$ cat src/rtl/apb_reg_pkg.sv
// Shared types and widths for the APB register bank and its slave FSM.
package apb_reg_pkg;
  localparam int DATA_W = 32;
  localparam int STRB_W = 4;
  localparam int CNT_W  = 4;

  typedef enum logic [1:0] {
    IDLE = 2'd0,
    WAIT = 2'd1,
    DONE = 2'd2
  } state_t;
endpackage

$ cat src/rtl/apb_slave_fsm.sv
// APB access-phase sequencer: wait-state down-counter, registered pready,
// read-load and write-commit strobes.
//   state | meaning
//   IDLE  | no transfer in progress, waiting for psel & penable
//   WAIT  | counting programmed wait states; psel drop aborts
//   DONE  | pready high for one cycle, write commits at its closing edge
module apb_slave_fsm
  import apb_reg_pkg::*;
#(
  parameter int WAIT_STATES = 0
) (
  input  logic pclk,
  input  logic presetn,
  input  logic psel,
  input  logic penable,
  output logic pready,
  output logic load,
  output logic commit
);

  state_t             state, state_nxt;
  logic [CNT_W-1:0]   cnt, cnt_nxt;

  always_ff @(posedge pclk or negedge presetn) begin
    if (!presetn) begin
      state  <= IDLE;
      cnt    <= '0;
      pready <= 1'b0;
    end else begin
      state  <= state_nxt;
      cnt    <= cnt_nxt;
      pready <= (state_nxt == DONE);
    end
  end

  always_comb begin
    state_nxt = state;
    cnt_nxt   = cnt;
    case (state)
      IDLE: begin
        if (psel && penable) begin
          if (WAIT_STATES > 0) begin
            state_nxt = WAIT;
            cnt_nxt   = CNT_W'(WAIT_STATES - 1);
          end else begin
            state_nxt = DONE;
          end
        end
      end
      WAIT: begin
        if (!psel) begin
          state_nxt = IDLE;
          cnt_nxt   = '0;
        end else if (cnt == '0) begin
          state_nxt = DONE;
        end else begin
          cnt_nxt = cnt - CNT_W'(1);
        end
      end
      DONE:    state_nxt = IDLE;
      default: state_nxt = IDLE;
    endcase
  end

  assign load   = (state != DONE) && (state_nxt == DONE);
  assign commit = (state == DONE);

endmodule

$ cat src/rtl/apb_reg_bank.sv
// Parametrised APB4 register bank with byte-strobe writes, hardware-fed
// read-only registers, programmable wait states and pslverr on bad accesses.
module apb_reg_bank
  import apb_reg_pkg::*;
#(
  parameter int                    ADDR_W      = 16,
  parameter int                    NUM_REGS    = 8,
  parameter int                    WAIT_STATES = 0,
  parameter logic [NUM_REGS-1:0]   RO_MASK     = '0,
  parameter logic [DATA_W-1:0]     RESET_VAL   = 32'h0
) (
  input  logic                       pclk,
  input  logic                       presetn,
  input  logic [ADDR_W-1:0]          paddr,
  input  logic [2:0]                 pprot,
  input  logic                       psel,
  input  logic                       penable,
  input  logic                       pwrite,
  input  logic [DATA_W-1:0]          pwdata,
  input  logic [STRB_W-1:0]          pwstrb,
  output logic                       pready,
  output logic [DATA_W-1:0]          prdata,
  output logic                       pslverr,
  output logic [NUM_REGS*DATA_W-1:0] reg_q,
  input  logic [NUM_REGS*DATA_W-1:0] hw_rdata
);

  logic [ADDR_W-3:0]  idx;
  logic               in_range;
  logic               ro_hit;
  logic               err;
  logic [DATA_W-1:0]  rd_val;
  logic               load;
  logic               commit;
  logic               unused_bits;

  // Protection and byte offset carry no meaning for this bank.
  assign unused_bits = ^{pprot, paddr[1:0]};

  assign idx      = paddr[ADDR_W-1:2];
  assign in_range = (int'(idx) < NUM_REGS);

  apb_slave_fsm #(
    .WAIT_STATES (WAIT_STATES)
  ) u_fsm (
    .pclk    (pclk),
    .presetn (presetn),
    .psel    (psel),
    .penable (penable),
    .pready  (pready),
    .load    (load),
    .commit  (commit)
  );

  always_comb begin
    rd_val = '0;
    ro_hit = 1'b0;
    for (int i = 0; i < NUM_REGS; i++) begin
      if (int'(idx) == i) begin
        ro_hit = RO_MASK[i];
        rd_val = RO_MASK[i] ? hw_rdata[DATA_W*i +: DATA_W] : reg_q[DATA_W*i +: DATA_W];
      end
    end
  end

  assign err = !in_range || (pwrite && ro_hit);

  for (genvar g = 0; g < NUM_REGS; g++) begin : g_reg
    if (RO_MASK[g]) begin : g_ro
      // RO entries hold no state; their value lives in hw_rdata.
      assign reg_q[DATA_W*g +: DATA_W] = RESET_VAL;
    end else begin : g_rw
      logic [DATA_W-1:0] q;
      always_ff @(posedge pclk or negedge presetn) begin
        if (!presetn) begin
          q <= RESET_VAL;
        end else if (commit && pwrite && !err && (int'(idx) == g)) begin
          for (int b = 0; b < STRB_W; b++) begin
            if (pwstrb[b]) q[8*b +: 8] <= pwdata[8*b +: 8];
          end
        end
      end
      assign reg_q[DATA_W*g +: DATA_W] = q;
    end
  end

  always_ff @(posedge pclk or negedge presetn) begin
    if (!presetn) begin
      prdata  <= '0;
      pslverr <= 1'b0;
    end else if (load) begin
      prdata  <= (err || pwrite) ? '0 : rd_val;
      pslverr <= err;
    end else if (pready) begin
      prdata  <= '0;
      pslverr <= 1'b0;
    end
  end

endmodule

$ cat config.mk
export PLATFORM = sky130hd
export DESIGN_NAME = apb_reg_bank
export DESIGN_NICKNAME = d
export VERILOG_FILES = /design/src/rtl/apb_reg_pkg.sv /design/src/rtl/apb_slave_fsm.sv /design/src/rtl/apb_reg_bank.sv
export SDC_FILE = /design/constraint.sdc
export NUM_CORES = 1
export LEC_CHECK = 0
export ABC_CLOCK_PERIOD_IN_PS = 2600
export CAP_MARGIN = 20
export CELL_PAD_IN_SITES_DETAIL_PLACEMENT = 1
export CELL_PAD_IN_SITES_GLOBAL_PLACEMENT = 1
export CORE_AREA = 4 4 231 233
export CTS_CLUSTER_DIAMETER = 50
export CTS_CLUSTER_SIZE = 10
export DETAILED_ROUTE_END_ITERATION = 10
export DIE_AREA = 0 0 235 237
export PLACE_DENSITY = 0.71
export SYNTH_ARGS = -nofsm -noshare
export SYNTH_HDL_FRONTEND = slang
export SYNTH_HIERARCHICAL = 1
export SYNTH_SLANG_ARGS = --single-unit
$ cat constraint.sdc
create_clock -name pclk -period 2.6 [get_ports pclk]
set_input_delay 0.39 -clock pclk [delete_from_list [all_inputs] [get_ports pclk]]
set_output_delay 0.39 -clock pclk [all_outputs]
set_load 0.005 [all_outputs]
==> run_results.csv <==
group,metric,value,unit
job,drv_cap,0,
cts,path_clk_slew,50,ps
sta,fmax,408,MHz
floorplanning,core,51200,µm²
sta,rsz0062_at_grt,"no",
synthesis,synth_seq_area_share,0.546,
floorplanning,die_w,235,µm
synthesis,syn-cell-area,13600,µm²
synthesis,synthCells,1042,
cts,max-clock-path-buffers,3,
synthesis,yosys_warnings,6,
global_routing,met1_usage,0.278,
global_routing,grtUsageMet3,0.0785,
cts,cts_root_buf,"clkbuf_16",
global_routing,grt_use_total,0.206,
sta,finalCritPeriodShare,0.944,
global_routing,grt.busiest_layer,"met2",
cells_and_area,syn2layout_area_growth,51.2,%
worst_setup_path,worstSetupStartpointType,"register",
sta,hold_viol,0,
cells_and_area,num-fill-cells,5415,
cts,numCtsBuffers,41,
global_routing,antenna_found_initial,7,
worst_setup_path,critPathSlowestCell,"dfrtp_1",
placed_design,place_ws,-345,ps
synthesis,synth_top_area_share,0.546,
synthesis,synthTopCellsByCount,"dfrtp_1 (296), mux2_2 (254), o21ai_0 (67), nand2_1 (61), nor2_1 (43)",
floorplanning,die_h,237,µm
sta,slew-limit-headroom,0.312,
worst_setup_path,critPathCaptureType,"register",
worst_setup_path,crit_buf_inv,3,
placed_design,hpwl,43.3,mm
synthesis,avgSynthCellArea,13.0,µm²
synthesis,synth_edf_count,0,
routing,route.detailed.drc,0,
floorplanning,start_util,0.265,
sta,drv_slew,0,
cts,clock_latency,550,ps
global_routing,grt_pass1_wl,85.6,mm
global_routing,grt_pass1_vias,12200,
floorplanning,pin_count,606,
global_routing,grt_max_degree,72,
synthesis,synth_seq_cells,296,
routing,vias,11100,
placed_design,gp_congestion,0.852,
routing,via_per_inst,5.03,
placed_design,portBuffers,344,
synthesis,synth_cell_types,60,
power_and_ir_drop,power.total,10.6,mW
synthesis,synthTopCellsByArea,"dfrtp_1 (55%), mux2_2 (21%), o21ai_0 (2.5%), mux2i_1 (2.4%), nor2_4 (2.4%)",
cts,cts_tree,"yes",
cts,cts_sinks,296,
routing,drt-wirelength-per-cell,26.9,µm
worst_setup_path,crit_type,"reg -> reg",
placed_design,place_area,19100,µm²
synthesis,yosysMostFrequentCell,"dfrtp_1",
synthesis,async_reset_ff_frac,1.00,
floorplanning,rows,83,
cts,cts_max_level,2,
worst_setup_path,crit_path_max_fanout,6,
sta,worstMarginPinSlew,1030,ps
worst_setup_path,cp.required,3070,ps
synthesis,syn_nets,1360,
routing,drtIter0Drc,571,
routing,wl,59.5,mm
worst_setup_path,arrival,2920,ps
routing,drtAntennaViolNets,0,
sta,period_minus_slack,2450,ps
worst_setup_path,reg2reg_depth,11,
synthesis,ys.flop_type,"dfrtp_1",
outcome,status,"completed",
routing,drt_first_pass_iters,4,
power_and_ir_drop,irDropWorstVdd,401,µV
sta,skew,18.3,ps
sta,holdWs,405,ps
global_routing,grt_use_met2,0.310,
worst_setup_path,crit_cells,11,
power_and_ir_drop,p_leak,8.93,nW
cells_and_area,final_area,20500,µm²
global_routing,grt_overflow,0,
sta,finalSetupViolCount,0,
sta,finalWorstSetupSlack,146,ps
worst_setup_path,cpLargestDelayFamily,"simple AND/OR/NAND/NOR gates",
cells_and_area,drive_gt1_frac,0.328,
worst_setup_path,crit_path_frequent_cell,"o21ai_0",
sta,setup_tns,0,ps
cells_and_area,fin_nets,1826,
power_and_ir_drop,p_per_area,518,nW/µm²
worst_setup_path,slowest_delay,380,ps
floorplanning,die_area,55700,µm²
worst_setup_path,cp_cell_sequence,"inv_1, ha_2, nor3b_4, mux2i_2, nor3b_2, nand2b_1, nor4_4, buf_4, clkbuf_16, o21ai_0, o21ai_0",
synthesis,synth_top_area_cell,"dfrtp_1",
hold_path,worstHoldPathType,"in -> async",
==> cell usage in the layout (no fill, tap or decap), drive strengths merged, types with 3 or more instances in the layout <==
| master | instances |
|---|---|
| nand3 | 8 |
| a2bb2oi | 8 |
| nor2b | 10 |
| o31ai | 11 |
| a22oi | 8 |
| a21oi | 27 |
| o22a | 3 |
| mux2i | 33 |
| clkdlybuf4s50 | 340 |
| nor2 | 76 |
| o22ai | 15 |
| a211oi | 7 |
| nor4 | 4 |
| mux2 | 256 |
| dfrtp | 296 |
| nor3b | 12 |
| clkinv | 5 |
| o21ai | 68 |
| o211ai | 6 |
| nand4 | 4 |
| mux4 | 7 |
| buf | 123 |
| a221oi | 10 |
| o32a | 11 |
| nand2b | 5 |
| o2bb2ai | 6 |
| clkbuf | 54 |
| nor3 | 4 |
| or4 | 3 |
| nand2 | 61 |
| inv | 10 |
| a31oi | 14 |
==> logic make-up (layout without fill, tap and decap cells) <==
family	Yosys count	after routing	share of synthesized area
AOI/OAI and AO/OA	203	203	0.0972
adders and majority gates	2	2	0.00184
buffers and inverters	50	537	0.0148
DFF	296	296	0.546
muxes	296	296	0.248
other	0	2	0
and+or+nand+nor	195	195	0.0921
==> worst paths after layout <==
kind,to,start,slack [ps]
worst max-delay path,prdata[23],u_fsm/cnt[0],150
worst min-delay path,prdata[14],presetn,400
worst max register to register,prdata[23],u_fsm/cnt[0],150
worst min register to register,prdata[9],prdata[9],470
max in group asynchronous,g_reg[7].g_rw.q[27],presetn,1320
min in group pclk,prdata[9],prdata[9],470
==> stage by stage <==
| step | instances | utilization |
|---|---|---|
| after floorplan | 1042 | - |
| after global placement | 2137 | 0.374 |
| after detailed placement | 2137 | 0.374 |
| after CTS | 2202 | 0.399 |
| after global routing | 2209 | 0.401 |
| final | 2211 | 0.401 |
==> final cells by class <==
type	instances	area, µm²	area share
Inverter	8	30.0	0.00146
Multi-Input combinational cell	696	6010	0.293
Antenna cell	2	5.00	0.000244
Clock buffer	53	1150	0.0562
Timing Repair Buffer	465	4940	0.241
Tap cell	680	851	0.0415
Clock inverter	11	129	0.00628
Sequential cell	296	7410	0.361
==> worst register-to-register path, stage by stage (launching register included) <==
cell       delay, ps
dfrtp_1          380
inv_1             90
ha_2             190
nor3b_4          210
mux2i_2          110
nor3b_2          230
nand2b_1         160
nor4_4           350
buf_4            220
clkbuf_16        170
o21ai_0          110
o21ai_0          160
==> routing by layer <==
layer  routed length, µm  vias up
li1                    -     4825
met2               26000      436
met5                  49        -
met4                1450        8
met3                5600       94
met1               26400     5763
==> sequential cells by signal, summed over array words and instances, names as in the netlist <==
signal        count
g.g_rw.q        256
prdata           32
pslverr           1
u_fsm/cnt         4
u_fsm/pready      1
u_fsm/state       2
==> what timing repair did <==
item | CTS | global route
buffers inserted | 0 | 5
setup endpoints to repair | 0 | 26
endpoints found under the hold margin | 63 | 0
resized for setup | 0 | 7
hold buffers | 1 | 0
==> power breakdown <==
part / internal [mW] / switching [mW]
sequential: 4.62 / 0.00404
clock: 3.30 / 2.07
combinational: 0.216 / 0.422
Power figures use the tool's default switching activity.
